--- src/rtl/bombman_pkg.sv ---
`default_nettype none
// +-----------------------------------------------------------------+
// | bombman_pkg: shared cell/command codes, grid size, FSM states    |
// | rev 1.0                                                          |
// +-----------------------------------------------------------------+
package bombman_pkg;

  localparam int GRID_ROWS = 10;
  localparam int GRID_COLS = 10;

  localparam logic [1:0] CELL_EMPTY   = 2'd0;
  localparam logic [1:0] CELL_WALL    = 2'd1;
  localparam logic [1:0] CELL_PLAYER1 = 2'd2;
  localparam logic [1:0] CELL_PLAYER2 = 2'd3;

  localparam logic [2:0] CMD_NOP   = 3'd0;
  localparam logic [2:0] CMD_UP    = 3'd1;
  localparam logic [2:0] CMD_DOWN  = 3'd2;
  localparam logic [2:0] CMD_LEFT  = 3'd3;
  localparam logic [2:0] CMD_RIGHT = 3'd4;
  localparam logic [2:0] CMD_BOMB  = 3'd5;

  typedef enum logic [2:0] {
    ST_IDLE   = 3'd0,
    ST_RD     = 3'd1,
    ST_CHK    = 3'd2,
    ST_WR_NEW = 3'd3,
    ST_WR_OLD = 3'd4,
    ST_DONE   = 3'd5
  } state_t;

endpackage
`default_nettype wire

--- src/rtl/rr_arbiter2.sv ---
`default_nettype none
// +-----------------------------------------------------------------+
// | rr_arbiter2: two-requester round-robin, last grant resets to p2  |
// | rev 1.0                                                          |
// +-----------------------------------------------------------------+
module rr_arbiter2 (
  input  logic clk,
  input  logic rst,
  input  logic req1,
  input  logic req2,
  input  logic update,
  input  logic update_p2,
  output logic grant_p2
);

  logic last_p2;

  always_ff @(posedge clk) begin
    if (rst)
      last_p2 <= 1'b1;
    else if (update)
      last_p2 <= update_p2;
  end

  // On a tie the player not served last wins.
  assign grant_p2 = req2 && (!req1 || !last_p2);

endmodule
`default_nettype wire

--- src/rtl/arena_arbiter.sv ---
`default_nettype none
// +-----------------------------------------------------------------+
// | arena_arbiter: serialises player commands onto the grid port     |
// | rev 1.0                                                          |
// +-----------------------------------------------------------------+
module arena_arbiter
  import bombman_pkg::*;
#(
  parameter int ROWS      = GRID_ROWS,
  parameter int COLS      = GRID_COLS,
  parameter int P1_ROW0   = 0,
  parameter int P1_COL0   = 0,
  parameter int P2_ROW0   = 9,
  parameter int P2_COL0   = 9,
  parameter int BOMB_FUSE = 3
) (
  input  logic       clk,
  input  logic       rst,
  input  logic       p1_req,
  input  logic [2:0] p1_cmd,
  input  logic       p2_req,
  input  logic [2:0] p2_cmd,
  output logic       p1_ack,
  output logic       p2_ack,
  output logic       op_ok,
  output logic [6:0] mem_addr,
  input  logic [1:0] mem_rd_arena,
  input  logic [1:0] mem_rd_bomb,
  output logic       mem_we_arena,
  output logic       mem_we_bomb,
  output logic [1:0] mem_wdata,
  output logic [3:0] p1_row,
  output logic [3:0] p1_col,
  output logic [3:0] p2_row,
  output logic [3:0] p2_col,
  output logic       busy
);

  state_t     state;
  logic       gnt_p2;
  logic       is_bomb;
  logic       tgt_ok;
  logic [3:0] tgt_row;
  logic [3:0] tgt_col;
  logic [6:0] tgt_addr;
  logic [6:0] old_addr;

  logic       grant_p2;
  logic [2:0] sel_cmd;
  logic [3:0] sel_row;
  logic [3:0] sel_col;
  logic [4:0] nxt_row;
  logic [4:0] nxt_col;
  logic       nxt_ok;
  logic [6:0] nxt_addr;
  logic [6:0] sel_addr;

  rr_arbiter2 u_arb (
    .clk       (clk),
    .rst       (rst),
    .req1      (p1_req),
    .req2      (p2_req),
    .update    (state == ST_DONE),
    .update_p2 (gnt_p2),
    .grant_p2  (grant_p2)
  );

  // Target of the player that would win arbitration this cycle; 5-bit math
  // makes the 0-1 underflow land out of range.
  always_comb begin
    sel_cmd = grant_p2 ? p2_cmd : p1_cmd;
    sel_row = grant_p2 ? p2_row : p1_row;
    sel_col = grant_p2 ? p2_col : p1_col;
    nxt_row = {1'b0, sel_row};
    nxt_col = {1'b0, sel_col};
    nxt_ok  = 1'b1;
    case (sel_cmd)
      CMD_UP:    nxt_row = {1'b0, sel_row} - 5'd1;
      CMD_DOWN:  nxt_row = {1'b0, sel_row} + 5'd1;
      CMD_LEFT:  nxt_col = {1'b0, sel_col} - 5'd1;
      CMD_RIGHT: nxt_col = {1'b0, sel_col} + 5'd1;
      CMD_BOMB:  nxt_ok  = 1'b1;
      default:   nxt_ok  = 1'b0;
    endcase
    if (nxt_row >= 5'(ROWS) || nxt_col >= 5'(COLS))
      nxt_ok = 1'b0;
  end

  assign nxt_addr = 7'(nxt_row) * 7'(COLS) + 7'(nxt_col);
  assign sel_addr = 7'(sel_row) * 7'(COLS) + 7'(sel_col);
  assign busy     = (state != ST_IDLE);

  always_ff @(posedge clk) begin
    if (rst) begin
      state        <= ST_IDLE;
      gnt_p2       <= 1'b0;
      is_bomb      <= 1'b0;
      tgt_ok       <= 1'b0;
      tgt_row      <= 4'd0;
      tgt_col      <= 4'd0;
      tgt_addr     <= 7'd0;
      old_addr     <= 7'd0;
      p1_ack       <= 1'b0;
      p2_ack       <= 1'b0;
      op_ok        <= 1'b0;
      mem_addr     <= 7'd0;
      mem_we_arena <= 1'b0;
      mem_we_bomb  <= 1'b0;
      mem_wdata    <= 2'd0;
      p1_row       <= 4'(P1_ROW0);
      p1_col       <= 4'(P1_COL0);
      p2_row       <= 4'(P2_ROW0);
      p2_col       <= 4'(P2_COL0);
    end else begin
      p1_ack       <= 1'b0;
      p2_ack       <= 1'b0;
      op_ok        <= 1'b0;
      mem_addr     <= 7'd0;
      mem_we_arena <= 1'b0;
      mem_we_bomb  <= 1'b0;
      mem_wdata    <= 2'd0;
      case (state)
        ST_IDLE: begin
          if (p1_req || p2_req) begin
            gnt_p2   <= grant_p2;
            is_bomb  <= (sel_cmd == CMD_BOMB);
            tgt_ok   <= nxt_ok;
            tgt_row  <= nxt_row[3:0];
            tgt_col  <= nxt_col[3:0];
            tgt_addr <= nxt_addr;
            old_addr <= sel_addr;
            mem_addr <= nxt_ok ? nxt_addr : 7'd0;
            state    <= ST_RD;
          end
        end
        ST_RD: begin
          if (tgt_ok) begin
            state <= ST_CHK;
          end else begin
            p1_ack <= !gnt_p2;
            p2_ack <= gnt_p2;
            state  <= ST_DONE;
          end
        end
        ST_CHK: begin
          if (is_bomb ? (mem_rd_bomb == 2'd0)
                      : (mem_rd_arena == CELL_EMPTY && mem_rd_bomb == 2'd0)) begin
            mem_addr     <= tgt_addr;
            mem_we_arena <= !is_bomb;
            mem_we_bomb  <= is_bomb;
            mem_wdata    <= is_bomb ? 2'(BOMB_FUSE)
                                    : (gnt_p2 ? CELL_PLAYER2 : CELL_PLAYER1);
            state        <= ST_WR_NEW;
          end else begin
            p1_ack <= !gnt_p2;
            p2_ack <= gnt_p2;
            state  <= ST_DONE;
          end
        end
        ST_WR_NEW: begin
          if (is_bomb) begin
            p1_ack <= !gnt_p2;
            p2_ack <= gnt_p2;
            op_ok  <= 1'b1;
            state  <= ST_DONE;
          end else begin
            mem_addr     <= old_addr;
            mem_we_arena <= 1'b1;
            mem_wdata    <= CELL_EMPTY;
            state        <= ST_WR_OLD;
          end
        end
        ST_WR_OLD: begin
          if (gnt_p2) begin
            p2_row <= tgt_row;
            p2_col <= tgt_col;
          end else begin
            p1_row <= tgt_row;
            p1_col <= tgt_col;
          end
          p1_ack <= !gnt_p2;
          p2_ack <= gnt_p2;
          op_ok  <= 1'b1;
          state  <= ST_DONE;
        end
        ST_DONE: state <= ST_IDLE;
        default: state <= ST_IDLE;
      endcase
    end
  end

endmodule
`default_nettype wire

--- config.mk ---
export PLATFORM = sky130hd
export DESIGN_NAME = arena_arbiter
export DESIGN_NICKNAME = d
export VERILOG_FILES = /design/src/rtl/bombman_pkg.sv /design/src/rtl/rr_arbiter2.sv /design/src/rtl/arena_arbiter.sv
export SDC_FILE = /design/constraint.sdc
export NUM_CORES = 1
export LEC_CHECK = 0
export CELL_PAD_IN_SITES_DETAIL_PLACEMENT = 1
export CELL_PAD_IN_SITES_GLOBAL_PLACEMENT = 2
export CORE_MARGIN = 2
export CORE_UTILIZATION = 34
export CTS_BUF_LIST = sky130_fd_sc_hd__clkbuf_8
export CTS_CLUSTER_DIAMETER = 80
export DETAILED_ROUTE_END_ITERATION = 12
export PLACE_DENSITY = 0.9
export REMOVE_ABC_BUFFERS = 1
export SLEW_MARGIN = 25
export SYNTH_ARGS = -nofsm -noshare
export SYNTH_HDL_FRONTEND = slang
export SYNTH_SLANG_ARGS = --single-unit
--- constraint.sdc ---
create_clock -name clk -period 8.6 [get_ports clk]
set_clock_uncertainty 0.2 [all_clocks]
set_input_delay 2.58 -clock clk [delete_from_list [all_inputs] [get_ports clk]]
set_output_delay 2.58 -clock clk [all_outputs]
set_load 0.005 [all_outputs]
==> out/summary.json <==
{
  "run_status": {"value": "complete, no violations"},
  "tns": {"value": 0, "unit": "ps"},
  "seq_power_share": {"value": 0.401},
  "routabilityCongestion": {"value": 0.8598},
  "num-fill-cells": {"value": 1239},
  "drt.antenna.violating_nets": {"value": 0},
  "worst_skew_pair.late_latency": {"value": 330, "unit": "ps"},
  "worst_ir_drop_vdd": {"value": 56.54, "unit": "uV"},
  "detailedPlace.worstSlack": {"value": 598.2, "unit": "ps"},
  "period_minus_slack": {"value": 7621, "unit": "ps"},
  "detail_route.drc_violations": {"value": 0},
  "grt_start_max_net_pins": {"value": 50},
  "design_power_total": {"value": 775.7, "unit": "uW"},
  "layout.cells.non_filler": {"value": 596},
  "holdBufCountCts": {"value": 0},
  "ys_types": {"value": 56},
  "vias_per_cell": {"value": 5.253},
  "cts_max_path_buffers": {"value": 2},
  "critical_path_class": {"value": "input pin to flip-flop"},
  "drt-pass1-iter-count": {"value": 6},
  "die-height": {"value": 104.7, "unit": "um"},
  "power_switching": {"value": 266.9, "unit": "uW"},
  "pwr-share-clk": {"value": 0.300},
  "cp_data_required_time": {"value": 8660, "unit": "ps"},
  "area_growth_syn_to_layout": {"value": 21.57, "unit": "%"},
  "yosysWarnings": {"value": 0},
  "numCtsBuffers": {"value": 9},
  "crit_path_cell_trace": {"value": "clkdlybuf4s50_1, a21boi_4, mux2i_1, inv_1, ha_1, or2_2, a221oi_2, nor3b_1, o31ai_2, xor2_1, ha_1, inv_1, fa_1, nor4b_1, nor2_1, xnor2_1, xnor2_1, nor2_1, nor3_1"},
  "route.vias.total": {"value": 3131},
  "share_of_flip_flops_with_an_asynchronous_set_or_reset": {"value": 0},
  "fp-row-count": {"value": 36},
  "htree_num_levels": {"value": 3},
  "io-pin-count": {"value": 45},
  "internal-power": {"value": 508.7, "unit": "uW"},
  "synth_largest_type_area_fraction": {"value": 0.3365},
  "portBuffers": {"value": 44},
  "antennaDiodeCount": {"value": 0},
  "crit_path_end_kind": {"value": "flip-flop"},
  "core-area": {"value": 9819, "unit": "um2"},
  "synthesis_stage_register_bit_count": {"value": 58},
  "tightestPinTransition": {"value": 988.8, "unit": "ps"},
  "initial_antenna_violation_count": {"value": 0},
  "final_net_count": {"value": 499},
  "floorplan.die_area": {"value": 10970, "unit": "um2"},
  "power_switching_share": {"value": 0.3441},
  "post-synth-top-area-cell": {"value": "sky130_fd_sc_hd__dfxtp_1"},
  "critPathSlowestCell": {"value": "sky130_fd_sc_hd__clkdlybuf4s50_1"},
  "max-cap-violations": {"value": 0},
  "cts.sink_count": {"value": 58},
  "critPathMaxFanout": {"value": 18},
  "synth_most_common_cell": {"value": "sky130_fd_sc_hd__nand2_1"},
  "timing.final.ws_setup": {"value": 979.0, "unit": "ps"},
  "routed_wirelength": {"value": 10030, "unit": "um"},
  "die_width": {"value": 104.7, "unit": "um"},
  "slowest_delay": {"value": 620, "unit": "ps"},
  "final-hold-violation-count": {"value": 0},
  "global_route.overflow_total": {"value": 0},
  "cp_num_buf_inv": {"value": 3},
  "power_density": {"value": 184.9, "unit": "nW/um2"},
  "largest_registers": {"value": "mem_addr (7), old_addr (7), tgt_addr (6)"},
  "rsz0062_at_grt": {"value": "false"},
  "post-dp-hpwl": {"value": 7581, "unit": "um"},
  "max_freq": {"value": 131.2, "unit": "MHz"},
  "cp_data_arrival_time": {"value": 7680, "unit": "ps"},
  "final_min_period_over_clock_period": {"value": 0.8862},
  "slew_viol_final": {"value": 0},
  "power_leakage": {"value": 1.597, "unit": "nW"},
  "yosysSeqAreaShare": {"value": 0.3365},
  "post_route_cells_drive_above_1_share": {"value": 0.08855},
  "ys_top_cells_by_area": {"value": "sky130_fd_sc_hd__dfxtp_1, sky130_fd_sc_hd__nand2_1, sky130_fd_sc_hd__a21oi_1, sky130_fd_sc_hd__ha_1, sky130_fd_sc_hd__xnor2_1"},
  "grt_pass1_vias": {"value": 3296},
  "routedWlPerCell": {"value": 16.84, "unit": "um"},
  "syn_area": {"value": 3451, "unit": "um2"},
  "post_synth_most_frequent_cells": {"value": "sky130_fd_sc_hd__nand2_1, sky130_fd_sc_hd__dfxtp_1, sky130_fd_sc_hd__a21oi_1"},
  "timing.max_slew.rel_slack": {"value": 0.3407},
  "cpLargestDelayFamily": {"value": "compound AO/OA/AOI/OAI gates"},
  "top_flip_flop_cell_by_instance_count_after_synthesis": {"value": "sky130_fd_sc_hd__dfxtp_1"},
  "holdCritPathClass": {"value": "flip-flop to flip-flop"},
  "first_iter_violations": {"value": 142},
  "cts_tree": {"value": "yes"},
  "clk_pin_slew_worst_paths": {"value": 70, "unit": "ps"},
  "setup-violations-final": {"value": 0},
  "gr-usage-all-layers": {"value": 0.1914},
  "share_comb_of_total_power": {"value": 0.299},
  "grt_first_pass_wirelength": {"value": 16730, "unit": "um"},
  "setup.worst_path.start_class": {"value": "input pin"},
  "synthCells": {"value": 418},
  "post_cts_setup_repair_buffer_count": {"value": 0},
  "initial_core_util": {"value": 0.3514},
  "cts-resized-gates": {"value": 0},
  "synth.avg_cell_area": {"value": 8.256, "unit": "um2"},
  "dp_cells": {"value": 582},
  "number_of_enable_type_register_cells_in_the_synthesized_netlist": {"value": 0},
  "root_buffer": {"value": "sky130_fd_sc_hd__clkbuf_8"}
}
==> metrics by stage <==
stage / hold slack [ps] / instance area (um2) / util
final: 261.1 / 4195 / 0.4272
after global routing: 288.8 / 4195 / 0.4272
after CTS: 260.2 / 4195 / 0.4272
after detailed placement: 250.5 / 4018 / 0.4091
after global placement: 242.9 / 4018 / 0.4091
after floorplan: 225.2 / 3382 / -
==> worst min-delay path, cell delays in order (launching register included) <==
cell,delay [ps]
sky130_fd_sc_hd__dfxtp_1,310
sky130_fd_sc_hd__nand2_1,60
sky130_fd_sc_hd__a21oi_1,50
==> cell type report <==
type                       instances  area, um2  share of cell area
clock buffer                      12      165.2             0.03937
sequential                        58       1161              0.2768
multi-input combinational        328       2167              0.5166
tap                              133      166.4             0.03967
timing repair buffer              47      462.9              0.1103
clock inverter                     2      12.51            0.002982
inverter                          16      60.06             0.01432
==> power groups by stage <==
stage	logic, mW	clock network (mW)	registers (mW)
floorplan	0.159	0	0.310
global placement	0.226	0	0.315
detailed placement	0.232	0	0.316
CTS	0.234	0.239	0.311
global route	0.258	0.252	0.315
finish	0.232	0.233	0.311
==> cells in the final DEF (no fill, tap or decap), types with 3 or more instances in the layout <==
cell type                          n
sky130_fd_sc_hd__a21oi_1          51
sky130_fd_sc_hd__clkbuf_8         12
sky130_fd_sc_hd__a211oi_1          7
sky130_fd_sc_hd__ha_1             19
sky130_fd_sc_hd__or2_2             4
sky130_fd_sc_hd__clkdlybuf4s50_1  44
sky130_fd_sc_hd__inv_1            16
sky130_fd_sc_hd__xor2_1            5
sky130_fd_sc_hd__nand3b_1          6
sky130_fd_sc_hd__nand2b_1          3
sky130_fd_sc_hd__nand3_1           8
sky130_fd_sc_hd__nor3b_1           3
sky130_fd_sc_hd__nand2_1          88
sky130_fd_sc_hd__o21a_1            3
sky130_fd_sc_hd__a21o_1            6
sky130_fd_sc_hd__nor3_1           10
sky130_fd_sc_hd__o21ai_0          10
sky130_fd_sc_hd__buf_4             3
sky130_fd_sc_hd__dfxtp_1          58
sky130_fd_sc_hd__nor2b_1           4
sky130_fd_sc_hd__mux2i_1           6
sky130_fd_sc_hd__a22oi_1           9
sky130_fd_sc_hd__nor4_1            3
sky130_fd_sc_hd__fa_1              6
sky130_fd_sc_hd__xnor2_1          14
sky130_fd_sc_hd__nor2_1           24
==> final timing paths <==
kind | from | endpoint | slack (ps) | cells after the start
worst min-delay path | old_addr[6] | old_addr[6] | 260 | 2
worst min register to register | old_addr[6] | old_addr[6] | 260 | 2
worst max register to register | u_arb.last_p2 | tgt_addr[6] | 3550 | 18
worst max-delay path | p2_req | tgt_addr[6] | 980 | 19
==> cell families after synthesis <==
family / after synthesis / synth area share
DFF: 58 / 0.3365
adders and majority gates: 25 / 0.1037
buffers and inverters: 32 / 0.03734
xor gates and xnor gates: 19 / 0.04822
and+or+nand+nor: 165 / 0.2270
muxes: 11 / 0.04097
AOI/OAI and AO/OA: 108 / 0.2063
==> metal layers <==
metal	vias up	part of all wire	GRT usage
met5	-	0	0
li1	1535	-	-
met2	57	0.48	0.3228
met3	14	0.038	0.04304
met4	0	0.013	0.04952
met1	1525	0.47	0.2464
Power figures use the tool's default switching activity.
